===== src/rtl/matrix_bram_loader_pkg.sv =====
// matrix_bram_loader_pkg: loader FSM state encoding and the default widths
// shared with the matmul wrapper.
package matrix_bram_loader_pkg;

  typedef enum logic [1:0] {
    ST_IDLE  = 2'd0,
    ST_FILL  = 2'd1,
    ST_WRITE = 2'd2,
    ST_DONE  = 2'd3
  } state_e;

  localparam int DEF_DWIDTH            = 8;
  localparam int DEF_MAT_MUL_SIZE      = 8;
  localparam int DEF_AWIDTH            = 11;
  localparam int DEF_ADDR_STRIDE_WIDTH = 8;
  localparam int DEF_CNT_WIDTH         = $clog2(DEF_MAT_MUL_SIZE) + 1;

endpackage


===== src/rtl/matrix_bram_loader_row_packer.sv =====
// matrix_bram_loader_row_packer: collects one row of stream elements into
// lanes and produces the RAM word plus lane write enables.
// Build option LOADER_ZERO_PAD_EN: lanes >= num_cols are forced to zero and
// every lane is written; otherwise only lanes < num_cols are written.
module matrix_bram_loader_row_packer
  import matrix_bram_loader_pkg::*;
#(
  parameter int DWIDTH       = DEF_DWIDTH,
  parameter int MAT_MUL_SIZE = DEF_MAT_MUL_SIZE,
  parameter int CNT_WIDTH    = DEF_CNT_WIDTH
) (
  input  logic                           clk,
  input  logic                           resetn,
  input  logic                           clear_i,
  input  logic                           push_i,
  input  logic [DWIDTH-1:0]              data_i,
  input  logic [CNT_WIDTH-1:0]           num_cols_i,
  output logic                           last_o,
  output logic [MAT_MUL_SIZE*DWIDTH-1:0] wdata_o,
  output logic [MAT_MUL_SIZE-1:0]        we_o
);

  logic [CNT_WIDTH-1:0]                    col_q, col_d;
  logic [MAT_MUL_SIZE-1:0][DWIDTH-1:0]     lanes_q, lanes_d, lanes_out;
  logic [MAT_MUL_SIZE-1:0]                 in_row;

  // The element accepted at col num_cols-1 completes the row.
  assign last_o = push_i && (col_q == num_cols_i - 1'b1);

  // Column pointer: restarts on a new load or after each row write.
  always_comb begin
    col_d = col_q;
    if (clear_i)     col_d = '0;
    else if (push_i) col_d = col_q + 1'b1;
  end

  // Per-lane insert and write-enable / pad logic. The word output carries the
  // element being accepted this cycle so the last beat lands in the row word.
  for (genvar i = 0; i < MAT_MUL_SIZE; i++) begin : g_lane
    assign lanes_d[i] = (push_i && (col_q == CNT_WIDTH'(i))) ? data_i : lanes_q[i];
    assign in_row[i]  = (CNT_WIDTH'(i) < num_cols_i);
`ifdef LOADER_ZERO_PAD_EN
    assign lanes_out[i] = in_row[i] ? lanes_d[i] : '0;
    assign we_o[i]      = 1'b1;
`else
    assign lanes_out[i] = lanes_d[i];
    assign we_o[i]      = in_row[i];
`endif
  end

  assign wdata_o = lanes_out;

  // Lane and column registers.
  always_ff @(posedge clk or negedge resetn) begin
    if (!resetn) begin
      col_q   <= '0;
      lanes_q <= '0;
    end else begin
      col_q   <= col_d;
      lanes_q <= lanes_d;
    end
  end

endmodule


===== src/rtl/matrix_bram_loader.sv =====
// matrix_bram_loader: streams one matrix (row-major, one element per beat)
// into a RAM external port, one packed row per word at base + row*stride.
// Build option LOADER_ZERO_PAD_EN (see row_packer) zero-pads partial rows.
module matrix_bram_loader
  import matrix_bram_loader_pkg::*;
#(
  parameter int DWIDTH            = DEF_DWIDTH,
  parameter int MAT_MUL_SIZE      = DEF_MAT_MUL_SIZE,
  parameter int AWIDTH            = DEF_AWIDTH,
  parameter int ADDR_STRIDE_WIDTH = DEF_ADDR_STRIDE_WIDTH,
  parameter int CNT_WIDTH         = DEF_CNT_WIDTH
) (
  input  logic                           clk,
  input  logic                           resetn,
  input  logic                           load_start,
  input  logic [AWIDTH-1:0]              base_addr,
  input  logic [ADDR_STRIDE_WIDTH-1:0]   stride,
  input  logic [CNT_WIDTH-1:0]           num_rows,
  input  logic [CNT_WIDTH-1:0]           num_cols,
  input  logic                           s_valid,
  input  logic [DWIDTH-1:0]              s_data,
  output logic                           s_ready,
  output logic [AWIDTH-1:0]              bram_addr_ext,
  output logic [MAT_MUL_SIZE*DWIDTH-1:0] bram_wdata_ext,
  output logic [MAT_MUL_SIZE-1:0]        bram_we_ext,
  output logic                           busy,
  output logic                           done,
  input  logic                           clear_done
);

  localparam logic [CNT_WIDTH-1:0] MAX_CNT = CNT_WIDTH'(MAT_MUL_SIZE);

  state_e                         state_q;
  logic                           s_ready_q, busy_q, done_q;
  logic [MAT_MUL_SIZE-1:0]        we_q;
  logic [MAT_MUL_SIZE*DWIDTH-1:0] wdata_q;
  logic [AWIDTH-1:0]              addr_q;
  logic [ADDR_STRIDE_WIDTH-1:0]   stride_q;
  logic [CNT_WIDTH-1:0]           rows_q, cols_q, row_q;

  logic [CNT_WIDTH-1:0]           rows_clamp, cols_clamp;
  logic                           start_go, accept, row_last, pk_clear;
  logic [MAT_MUL_SIZE*DWIDTH-1:0] pk_wdata;
  logic [MAT_MUL_SIZE-1:0]        pk_we;

  assign rows_clamp = (num_rows > MAX_CNT) ? MAX_CNT : num_rows;
  assign cols_clamp = (num_cols > MAX_CNT) ? MAX_CNT : num_cols;
  assign start_go   = load_start && ((state_q == ST_IDLE) || (state_q == ST_DONE));
  assign accept     = s_valid && s_ready_q;
  assign pk_clear   = start_go || (state_q == ST_WRITE);

  matrix_bram_loader_row_packer #(
    .DWIDTH       (DWIDTH),
    .MAT_MUL_SIZE (MAT_MUL_SIZE),
    .CNT_WIDTH    (CNT_WIDTH)
  ) u_packer (
    .clk        (clk),
    .resetn     (resetn),
    .clear_i    (pk_clear),
    .push_i     (accept),
    .data_i     (s_data),
    .num_cols_i (cols_q),
    .last_o     (row_last),
    .wdata_o    (pk_wdata),
    .we_o       (pk_we)
  );

  // Load FSM with registered handshake, status and RAM port outputs.
  // addr_q is the current row address; it advances by stride after each write.
  always_ff @(posedge clk or negedge resetn) begin
    if (!resetn) begin
      state_q   <= ST_IDLE;
      s_ready_q <= 1'b0;
      busy_q    <= 1'b0;
      done_q    <= 1'b0;
      we_q      <= '0;
      wdata_q   <= '0;
      addr_q    <= '0;
      stride_q  <= '0;
      rows_q    <= '0;
      cols_q    <= '0;
      row_q     <= '0;
    end else begin
      case (state_q)
        ST_IDLE, ST_DONE: begin
          if (start_go) begin
            addr_q   <= base_addr;
            stride_q <= stride;
            rows_q   <= rows_clamp;
            cols_q   <= cols_clamp;
            row_q    <= '0;
            if ((rows_clamp == '0) || (cols_clamp == '0)) begin
              state_q <= ST_DONE;
              done_q  <= 1'b1;
            end else begin
              state_q   <= ST_FILL;
              s_ready_q <= 1'b1;
              busy_q    <= 1'b1;
              done_q    <= 1'b0;
            end
          end else if ((state_q == ST_DONE) && clear_done) begin
            state_q <= ST_IDLE;
            done_q  <= 1'b0;
          end
        end
        ST_FILL: begin
          if (row_last) begin
            state_q   <= ST_WRITE;
            s_ready_q <= 1'b0;
            we_q      <= pk_we;
            wdata_q   <= pk_wdata;
          end
        end
        ST_WRITE: begin
          we_q   <= '0;
          addr_q <= addr_q + AWIDTH'(stride_q);
          row_q  <= row_q + 1'b1;
          if (row_q == rows_q - 1'b1) begin
            state_q <= ST_DONE;
            busy_q  <= 1'b0;
            done_q  <= 1'b1;
          end else begin
            state_q   <= ST_FILL;
            s_ready_q <= 1'b1;
          end
        end
        default: state_q <= ST_IDLE;
      endcase
    end
  end

  assign s_ready        = s_ready_q;
  assign busy           = busy_q;
  assign done           = done_q;
  assign bram_we_ext    = we_q;
  assign bram_wdata_ext = wdata_q;
  assign bram_addr_ext  = addr_q;

endmodule

===== config.mk =====
export PLATFORM = sky130hd
export DESIGN_NAME = matrix_bram_loader
export DESIGN_NICKNAME = d
export VERILOG_FILES = /design/src/rtl/matrix_bram_loader_pkg.sv /design/src/rtl/matrix_bram_loader_row_packer.sv /design/src/rtl/matrix_bram_loader.sv
export SDC_FILE = /design/constraint.sdc
export NUM_CORES = 1
export LEC_CHECK = 0
export CORE_UTILIZATION = 29
export DETAILED_ROUTE_END_ITERATION = 12
export PLACE_DENSITY_LB_ADDON = 0.3
export SYNTH_ARGS = -nofsm -noshare
export SYNTH_HDL_FRONTEND = slang
export SYNTH_HIERARCHICAL = 1
export SYNTH_SLANG_ARGS = --single-unit

===== constraint.sdc =====
create_clock -name clk -period 3.01 [get_ports clk]
set_clock_uncertainty 0.1 [all_clocks]
set_input_delay 0.602 -clock clk [delete_from_list [all_inputs] [get_ports clk]]
set_output_delay 0.602 -clock clk [all_outputs]
set_load 0.02 [all_outputs]

======== After elaboration in Yosys (flattened, before gate mapping) ========
Cells that the tools add are included.
storage, ports and cells
  bits in registers ....................... 176
  bits in latches ......................... 0
  RAM bits ................................ 0
  ROM bits ................................ 0
  output and inout port bits .............. 86
  memories kept ........................... 0
cells by class
  add/sub/neg operators ................... 5
  multipliers ............................. 0
  div/mod/pow operators ................... 0
  $lt $le $gt $ge ......................... 10
  eq/ne operators ......................... 18
  shift operators ......................... 0
  mux-type cells .......................... 36
  bitwise operators ....................... 0
  reduce and logical (&&, ||, !) cells .... 31
operator list
  operator                                                    count
  2-to-1 mux 8 bit                                            9
  case mux 11 bit (2 select lines)                            1
  2-to-1 mux 4 bit                                            5
  equality test 4 x 3 -> 1 bit (second input constant)        4
  less-than comparator 3 x 4 -> 1 bit (first input constant)  4
  case mux 8 bit (2 select lines)                             1
  logical AND 1 bit                                           12
  logical NOT 4 bit                                           3
  adder 11 x 8 -> 11 bit                                      1
  2-to-1 mux 11 bit                                           1
  2-to-1 mux 2 bit                                            5
  AND reduction 2 bit                                         5
  2-to-1 mux 1 bit                                            9
  adder 4 x 1 -> 4 bit (second input constant)                2
  equality test 4 x 2 -> 1 bit (second input constant)        2
  equality test 4 bit                                         2
  greater-than comparator 4 bit (second input constant)       2
  less-than comparator 1 x 4 -> 1 bit (first input constant)  2
  less-than comparator 2 x 4 -> 1 bit (first input constant)  2
  != test 2 bit (second input constant)                       4
  case mux 4 bit (2 select lines)                             1
  AND reduction 4 bit                                         2
  subtractor 4 x 1 -> 4 bit (second input constant)           2
  case mux 2 bit (3 select lines)                             1
  other kinds (12)                                            18

======== Depth between registers and ports, before layout ========
Gate-level depths: netlist of run 1.
  depth after elaboration ................. 7
  depth in mapped cells ................... 10
  gate-level depth less buffers ........... 9

======== Hierarchy ========
Netlist of run 1, hierarchy kept.
by module, submodules not included
  module                         times used  cells each  area each (um2)  sequential area each (um2)
  matrix_bram_loader             1           410         4926.0           2702.6
  matrix_bram_loader_row_packer  1           188         2900.3           1701.6

======== Worst setup path after synthesis of run 1 ========
OpenSTA, ideal clock, no wires.
  path type ............................... register to register
  start ................................... reg cols_q[0]
  end ..................................... reg state_q[1]
  library setup time ...................... 82 ps
  arrival time ............................ 2031 ps
  data required time ...................... 2828 ps
  path slack .............................. 797 ps
  stages on the path, launching flop included .. 11
  path buffers ............................ 1
  period minus slack after synthesis ...... 2213 ps
  cell sequence ........................... dfrtp_1 inv_1 ha_1 xnor2_1 o211ai_1 a2111oi_2 clkbuf_1 nor2_2 nor2_1 nor2_1 a31oi_1
on the way
  longest elaborated chain between the ends .. 5
ends and longest elaborated chain
  item                           line                                 text
  start: declaration             matrix_bram_loader.sv:39             logic [CNT_WIDTH-1:0] rows_q, cols_q, row_q;
  start signal: assignment       matrix_bram_loader.sv:90             cols_q <= cols_clamp;
  subtractor 4 x 1 -> 4 bit      matrix_bram_loader_row_packer.sv:28  assign last_o = push_i && (col_q == num_cols_i - 1'b1);
  equality test 4 bit            matrix_bram_loader_row_packer.sv:28
  logical AND 1 bit              matrix_bram_loader_row_packer.sv:28
  named net row_last             matrix_bram_loader.sv:42             logic start_go, accept, row_last, pk_clear;
  != test 2 bit (no line)        n/a
  AND reduction 2 bit (no line)  n/a
  end signal: assignment         matrix_bram_loader.sv:72             state_q <= ST_IDLE;
  end signal: assignment         matrix_bram_loader.sv:93             state_q <= ST_DONE;
  end signal: assignment         matrix_bram_loader.sv:96             state_q <= ST_FILL;
  end: declaration               matrix_bram_loader.sv:33             state_e state_q;
The timed path passes the listed nets, and every way through them passes these cells.
A chain may end at the register's enable or synchronous reset.

======== Worst setup path after layout of run 1 ========
  start ................................... reg cols_q[0]
  end ..................................... reg wdata_q[56] (netlist: bram_wdata_ext[56])
on the way
  longest elaborated chain between the ends .. 4
ends and longest elaborated chain
  item                           line                                 text
  subtractor 4 x 1 -> 4 bit      matrix_bram_loader_row_packer.sv:28
  equality test 4 bit            matrix_bram_loader_row_packer.sv:28
  logical AND 1 bit              matrix_bram_loader_row_packer.sv:28
  named net row_last             matrix_bram_loader.sv:42
  AND reduction 2 bit (no line)  n/a
  end signal: assignment         matrix_bram_loader.sv:111            wdata_q <= pk_wdata;
  end: declaration               matrix_bram_loader.sv:36             logic [MAT_MUL_SIZE*DWIDTH-1:0] wdata_q;
The timed path passes the listed nets, and every way through them passes these cells.

==> results.md, run 1 <==
Status:
- The run finished, with violations left.
- The final reports fail on design-rule violations.

Global routing:
- The first global-routing pass estimated 28,900 µm of wire.
- The maximum number of pins on one net before global-route repair is 74.
- The via count of the first global-routing pass came to 5,055.
- The initial antenna violation count is 1.
- The total congestion overflow after global routing is 0.
- Across every metal layer, demand over resource in global routing totals 13.4%.

Pwr:
- For this design the ratio of total power to cell area is 1000 nW/µm².
- Summed over all cells, the static leakage comes to 4.65 nW.
- Across the VDD grid, the largest voltage drop is 425 µV.

Yosys:
- The synthesized netlist devotes 6.41% of its cell area to compound gates.
- The number of enable flip-flop cells after synthesis is 0.
- The number of library cell types mapped by synthesis is 54.
- The number of nets in the synthesized netlist is 660.
- After synthesis the netlist holds a flip-flop and latch count of 176.
- The number of warning messages in the yosys log is 6.
- Of the total synthesized cell area, the portion taken by AND, OR, NAND and NOR gates is 7.79%.
- The dominant combinational cell family by area after synthesis is multiplexers.
- The xor-xnor portion of the synthesized cell area is 1.90%.
- The multiplexer area fraction after synthesis is 21.2%.
- The post-synthesis share of cell area spent on full adders, half adders and majority gates is 3.61%.
- For this run, asynchronously set or reset flops after synthesis account for 100%.
- In this run the cell area of the synthesized design comes to 7830 µm².
- In the synthesized netlist the dominant register cell turns out to be dfrtp_1.
- Synthesis produced 598 cells.
- The share of the Yosys chip area taken by registers is 56.3%.
- Dividing the synthesized area by the synthesized cell count gives 13.1 µm².

Routing:
- The iteration-0 DRC count of the detailed router is 217.
- The detail route stage leaves a number of antenna-violating nets equal to 0.
- After detailed routing, the total wire length is 17,800 µm.
- Using the TritonRoute via totals, the vias-per-cell ratio works out to 4.58.
- After detailed routing, the average wire length per cell comes to 16.5 µm.
- Detailed routing inserted a total of 4,945 vias.
- The number of detailed-route iterations in the first pass is 8.
- After detailed routing, the number of remaining DRC violations is 4.

Worst setup path:
- Of all nets on the critical path, the largest fanout is 64.
- The worst setup path is of the reg -> reg kind.
- The startpoint of the most critical register-to-register path is cols_q[0]$_DFFE_PN0P_.
- The capturing element type of the critical path is a flip-flop.
- The arrival time reported for the critical path endpoint is 2.67 ns.
- The slack of the worst reg-to-reg path is 0.55 ns.
- The critical path launch point is cols_q[0]$_DFFE_PN0P_.
- The required time of the critical path is 3.22 ns.
- The worst setup path is launched from a flip-flop.
- The cell depth of the worst flop-to-flop path is 8.
- The end of the worst register-to-register path is bram_wdata_ext[56]$_DFFE_PN0P_.

Layout:
- In the final layout, the share of cells above drive strength 1 is 27.2%.
- Once layout is done, the placed cells without fillers occupy 10,100 µm².
- The layout filler cell count is 2,556.
- The final layout net count is 792.
- The growth of design area from synthesis to finish is 29.5%.

Clock network:
- The clock drives 176 sinks.
- The number of buffers created by CTS is 17.
- The CTS tree is done.
- No sink is reached through more buffers than the 2 on the longest clock path.
- The cell chosen for the clock root is clkbuf_16.
- The clock-pin slew reported for the worst setup and hold paths after clock tree synthesis is 0.08 ns.
- The H-tree was split into 4 levels.
- The count of cells resized by post-cts repair is 0.
- The total setup buffers inserted after CTS is 0.
- In this run, post-CTS hold repair placed 0 buffers.
- Clock latency on the worst-skew pair, taken at its later pin, is 0.43 ns.

Hold path:
- The worst min-delay path class is in -> async.

STA:
- The clock period minus worst slack is 2.46 ns.
- The max-slew violation count is 0.
- Setup repair after global routing left no endpoint under its margin.
- At the pin with the least slew margin, the transition time is 0.683 ns.
- In this run the tightest slew margin relative to its limit is 54.5%.
- The hold slack is 0.0925 ns.
- The final cycle utilization of the critical path is 81.8%.
- Setup total negative slack on the finished layout was measured at 0 ns.
- The maximum frequency from static timing analysis is 406 MHz.
- The final-report hold violation count came to 0.
- The count of final setup violators is 0.

Die:
- Once the floorplan was initialized, standard cells occupied 29.8% of the core.
- The horizontal die dimension is 166 µm.
- The overall die height is 166 µm.
- The area of the die is 27,600 µm².
- The row count is 59.
- The number of top-level pins is 126.
- The core box area is 26,300 µm².

Place:
- The global placer's final weighted congestion is 0.801.
- The placed standard-cell area is 9490 µm².
- Input and output buffers added on the ports amount to 125.
- After legalization and detailed placement, the total HPWL measured 12,100 µm.

Flow run:
- The max-cap check violation count is 0.
[cell usage in the layout (no fill, tap or decap), types with 15 or more instances in the layout]
cell type and n:
nor2_1 15, clkdlybuf4s50_1 124, nand2_1 39, mux2_2 134, inv_1 18, clkbuf_16 17, dfrtp_1 176, a21oi_1 27
o21ai_0 25, ha_1 21
[registers in the layout (all words and copies together), names as in the netlist]
signal and flops:
s_ready 1, u_packer/lanes_q 64, bram_wdata_ext 64, busy 1, u_packer/col_q 4, stride_q 8
rows_q 4, cols_q 4, state_q 2, done 1, bram_we_ext 8, row_q 4
bram_addr_ext 11
[Yosys cell counts (3+ instances only)]
cell type,count,area [µm²]
and3_1,10,62.6
a21o_1,5,37.5
mux2_1,7,78.8
a21oi_1,27,135
mux2i_1,7,70.1
nand2_1,39,146
buf_6,3,33.8
o22ai_1,3,18.8
buf_2,13,65.1
xor2_1,8,70.1
nor2_1,15,56.3
a2bb2oi_1,3,26.3
o21ai_1,3,15.0
nor3_1,3,15.0
nand3_1,8,40.0
nand3_2,3,30.0
mux2_2,134,1510
nand2b_1,7,43.8
nand2_2,5,31.3
xnor2_1,9,78.8
clkbuf_1,6,22.5
dfrtp_1,176,4400
o21ai_0,25,125
inv_1,18,67.6
ha_1,21,263
[power breakdown]
part	internal, W	switching [W]	total (W)	leakage (nW)
clock network	0.00117	0.00116	0.00232	0.308
logic	0.00199	0.00211	0.00410	2.04
registers	0.00320	0.000513	0.00371	2.31
total	0.00636	0.00378	0.0101	4.65
[routing by layer]
| metal | vias to the layer above | GRT usage (%) | wire [µm] |
|---|---|---|---|
| met1 | 2468 | 18.1 | 8590 |
| met4 | 0 | 4.03 | 240 |
| met5 | - | 0 | 0 |
| met3 | 12 | 2.74 | 570 |
| met2 | 84 | 21.5 | 8450 |
| li1 | 2381 | - | - |
[cell type report]
cell class,count,area (µm²),share of cell area [%]
diodes,1,2.50,0.0247
inverters,19,71.3,0.704
clock inverters,15,219,2.16
multi-input cells,378,3210,31.6
well taps,335,419,4.14
flip-flops and latches,176,4400,43.5
repair buffers,138,1390,13.7
clock buffers,17,425,4.20
[stage by stage]
stage | setup slack (ns) | util [%] | instances | total power [W]
after floorplan | 0.797 | - | 598 | 0.00645
after CTS | 0.532 | 38.6 | 1078 | 0.0103
after global routing | 0.227 | 38.6 | 1079 | 0.0108
final | 0.548 | 38.6 | 1079 | 0.0101
after global placement | 0.248 | 36.1 | 1046 | 0.00783
after detailed placement | 0.225 | 36.1 | 1046 | 0.00789
[worst max path at each step]
stage	endpoint
floorplan	state_q[1]$_DFFE_PN0P_
global placement	bram_wdata_ext[6]$_DFFE_PN0P_
detailed placement	bram_wdata_ext[16]$_DFFE_PN0P_
CTS	bram_wdata_ext[56]$_DFFE_PN0P_
global route	state_q[0]$_DFFE_PN0P_
finish	bram_wdata_ext[56]$_DFFE_PN0P_
[worst max-delay path, stage by stage (launching register included)]
cell,delay (ns)
dfrtp_1,0.46
inv_1,0.10
ha_1,0.23
xnor2_1,0.22
o211ai_1,0.13
a2111oi_2,0.34
nand2_2,0.12
buf_12,0.22
mux2_1,0.36
[cell families (layout without fill, tap and decap cells)]
kind of cell | after synthesis | after routing
buffers and inverters | 44 | 189
multiplexers | 148 | 148
XOR/XNOR | 17 | 17
other | 0 | 1
AND/OR/NAND/NOR | 109 | 109
adder cells (fa/ha/maj) | 22 | 22
AO/OA/AOI/OAI | 82 | 82
flip-flops | 176 | 176
(Power assumes the default switching activity.)
==> inputs of run 2 (changes only) <==
- clock period: 3.01 -> 2.18 ns (I/O delays scaled with it)
==> run 2 against run 1 <==
Largest cell class unchanged. Core utilization up 2.4 points. Register-to-register slack worse by 0.60 ns. Via count increased by 5.5%. Highest routed layer unchanged. Critical path type unchanged. Die area did not move. Sequential share of layout area is 2.6 points lower. The flow finishes with violations (design-rule violations, negative setup slack). Combinational power is 58% higher.
==> results.md, run 2 (synthesis gave the netlist of run 1 again) <==
Status:
- The flow ran to the end, but the final reports show violations.
- The final reports fail on design-rule violations, negative setup slack.

Pwr:
- The internal power component came to 0.00920 W (+45%).
- The net switching power is 0.00534 W (+41%).
- The power density normalized to cell area came to 1350 nW/µm² (+35%).
- The leakage dissipation is 5.00 nW (+7.4%).
- The worst IR drop on VDD is 442 µV (+4.0%).
- The logic gate share of total power is 44.4% (+3.9 points).
- The share of power burned in registers is 34.8% (-1.8 points).
- The clock network power share is 20.7% (-2.2 points).
- The proportion of total power due to net switching is 36.8% (-0.54 points).

STA:
- The max-slew violation count was 0 (unchanged).
- The worst setup slack after layout is -0.0563 ns (-0.605 ns).
- The clock period minus worst slack was 2.24 ns (-0.225 ns).
- The count of final setup violators is 64 (+64).
- The final-report hold violation count was 0 (unchanged).
- The final cycle utilization of the critical path is 103% (+21 points).
- The maximum frequency from static timing analysis is 447 MHz (+10%).
- The hold slack came to 0.384 ns (+0.292 ns).
- Setup repair after global routing could not meet its margin everywhere.
- The actual transition at the worst max-transition pin is 0.600 ns (-0.0826 ns).
- The relative slew slack was 60.0% (+5.5 points).

Worst setup path:
- The startpoint-to-endpoint class of the critical path is reg -> reg.
- In this run the critical register-to-register path is launched from cols_q[0]$_DFFE_PN0P_.
- The maximum fanout count along the critical path came to 8 (-88%).
- The slack of the worst reg-to-reg path is -0.06 ns (-0.60 ns).
- The capturing element type of the critical path is a flip-flop.
- The required time of the critical path is 2.39 ns (-0.83 ns).
- The signal on the critical path passes through inv_2, ha_4, xnor2_4, buf_4, a2111oi_4, nand2_2, buf_12, buf_16, mux2_4.
- The end of the worst register-to-register path is bram_wdata_ext[31]$_DFFE_PN0P_.
- The cell depth of the worst flop-to-flop path came to 9 (+1).
- The critical path's largest stage delay came to 0.38 ns (-0.08 ns).
- The library cell contributing the largest single delay on the critical path is dfrtp_1.
- The arrival time reported for the critical path endpoint is 2.45 ns (-0.22 ns).
- The worst setup path is launched from a flip-flop.

Clock network:
- The later-pin clock latency in the skew report is 0.42 ns (about the same).
- The sink count of the clock tree was 176 (unchanged).
- The maximum buffer depth of the clock tree is 2 (unchanged).
- The cell chosen for the clock root is clkbuf_16.
- The number of buffers created by CTS is 17 (unchanged).
- The clock-pin slew reported for the worst setup and hold paths after clock tree synthesis is 0.07 ns (about the same).
- The depth of the CTS H-tree is 4 (unchanged).
- The CTS tree is done.

Die:
- The overall die height was 166 µm (unchanged).
- The number of top-level pins is 126 (unchanged).
- The effective utilization at floorplan is 29.8% (unchanged).
- The horizontal die dimension is 166 µm (unchanged).
- The row count is 59 (unchanged).
- The core box area was 26,300 µm² (unchanged).
- The area of the die is 27,600 µm² (unchanged).

Global routing:
- The total congestion overflow after global routing came to 0 (unchanged).
- The maximum number of pins on one net before global-route repair came to 59 (-20%).
- The via count of the first global-routing pass was 5,547 (+9.7%).
- The global-route total usage across every layer was 14.4% (+1.1 points).
- The initial antenna violation count is 0 (-1).
- The first-pass GRT wire length came to 31,000 µm (+7.3%).

Place:
- The placed wire-length estimate is 12,700 µm (+5.7%).
- The global placer's final weighted congestion is 0.833 (+4.0%).
- The placed standard-cell area was 9860 µm² (+3.9%).
- The worst slack after detailed placement is -0.380 ns (-0.605 ns).
- The number of buffers inserted by port buffering came to 125 (unchanged).

Routing:
- The total DRC errors in the routed layout is 10 (+6).
- The iteration-0 DRC count of the detailed router is 297 (+37%).
- The number of detailed-route iterations in the first pass came to 8 (unchanged).
- The mean routed wirelength per cell came to 16.8 µm (+1.7%).
- The total via count after detailed routing is 5,219 (+5.5%).
- The remaining number of nets flagged by the antenna check after routing is 0 (unchanged).
- The total routed wirelength came to 19,000 µm (+6.5%).
- The number of vias per cell was 4.62 (+0.78%).

Layout:
- The most common cell after layout, fill and taps aside is dfrtp_1.
- The library cells used most frequently in the layout, excluding fill and tap cells, are dfrtp_1, mux2_2, clkdlybuf4s50_1.
- The final layout net count is 843 (+6.4%).
- The area growth from synthesis to layout is 37.6%.
- The layout cell share with drive strength beyond 1 is 33.9% (+6.7 points).
- The final design instance area without fill was 10,800 µm² (+6.2%).
- The area used by multi-input combinational logic is 3310 µm² (+3.3%).
- The final core area utilization was 41.0% (+2.4 points).
- The layout filler cell count is 2,495 (-2.4%).
- The footprint of the flip-flops and latches is 4400 µm² (unchanged).

Hold path:
- The count of cells along the worst hold path is 1.
- The worst hold path terminates at u_packer/lanes_q[14]$_DFF_PN0_.
- The source of the worst hold timing path is u_packer/lanes_q[14]$_DFF_PN0_.
- The worst min-delay path class is reg -> reg.

Flow run:
- The max-cap check violation count is 0 (unchanged).
==> run 2: cell types whose count changed in the layout (fill, tap and decap cells not counted), sizes merged <==
cell,previous run,this run
buf,14,63
clkinv,7,10
inv,27,24
clkbuf,17,18
dlygate4sd3,0,1
==> run 2: cell type report <==
type	count	share of cell area (%)
sequential	176	40.9
multi-input combinational	378	30.8
timing repair buffer	189	18.2
clock buffer	17	3.95
tap	335	3.89
clock inverter	15	1.61
inverter	19	0.662
antenna	1	0.0232
==> run 2: worst max path at each step <==
stage                               start                        endpoint
CTS                 cols_q[0]$_DFFE_PN0P_  bram_wdata_ext[32]$_DFFE_PN0P_
global placement                  s_valid  bram_wdata_ext[19]$_DFFE_PN0P_
floorplan           cols_q[0]$_DFFE_PN0P_  bram_wdata_ext[56]$_DFFE_PN0P_
detailed placement                s_valid   bram_wdata_ext[6]$_DFFE_PN0P_
finish              cols_q[0]$_DFFE_PN0P_  bram_wdata_ext[31]$_DFFE_PN0P_
global route        cols_q[0]$_DFFE_PN0P_  bram_wdata_ext[30]$_DFFE_PN0P_
==> run 2: per-stage QoR <==
| step | total power [W] | setup TNS [ns] | instances |
|---|---|---|---|
| finish | 0.0145 | -2.51 | 1130 |
| global route | 0.0156 | -10.0 | 1129 |
| CTS | 0.0145 | -3.76 | 1125 |
| detailed placement | 0.0113 | -22.84 | 1085 |
| global placement | 0.0112 | -22.79 | 1085 |
| floorplan | 0.00892 | -0.0257 | 598 |
==> run 2: metal layers <==
| metal | global-route usage [%] | up-vias | wire (µm) |
|---|---|---|---|
| met1 | 19.6 | 2629 | 9170 |
| met2 | 23.7 | 85 | 9080 |
| met4 | 3.82 | 0 | 257 |
| met5 | 0 | - | 0 |
| li1 | - | 2486 | - |
| met3 | 2.55 | 19 | 501 |
==> run 2: worst max-delay path, delay by kind of cell (launching register included) <==
kind | cells | cell delay, ns
buffers and inverters | 4 | 0.55
DFF | 1 | 0.38
AOI/OAI and AO/OA | 1 | 0.37
muxes | 1 | 0.29
adders and majority gates | 1 | 0.18
xor gates and xnor gates | 1 | 0.13
and+or+nand+nor | 1 | 0.11
==> run 2: what timing repair did <==
action	in CTS	in global routing
pin swaps	5	4
setup buffers	3	3
setup endpoints to repair	67	78
resized for setup	16	13
cloned	4	1
endpoints found under the hold margin	51	0
hold buffers	1	0
==> run 2: power groups by stage <==
| stage | registers (W) | logic [W] | clock network [W] |
|---|---|---|---|
| finish | 0.00506 | 0.00646 | 0.00302 |
| global route | 0.00521 | 0.00712 | 0.00325 |
| CTS | 0.00507 | 0.00633 | 0.00312 |
| detailed placement | 0.00512 | 0.00616 | 0 |
| global placement | 0.00512 | 0.00607 | 0 |
| floorplan | 0.00555 | 0.00337 | 0 |
==> inputs of run 3 (changes only) <==
- SLEW_MARGIN: unset -> 20
==> results of run 3 <==
Final layout, timing and power as in run 2 (identical DEF).
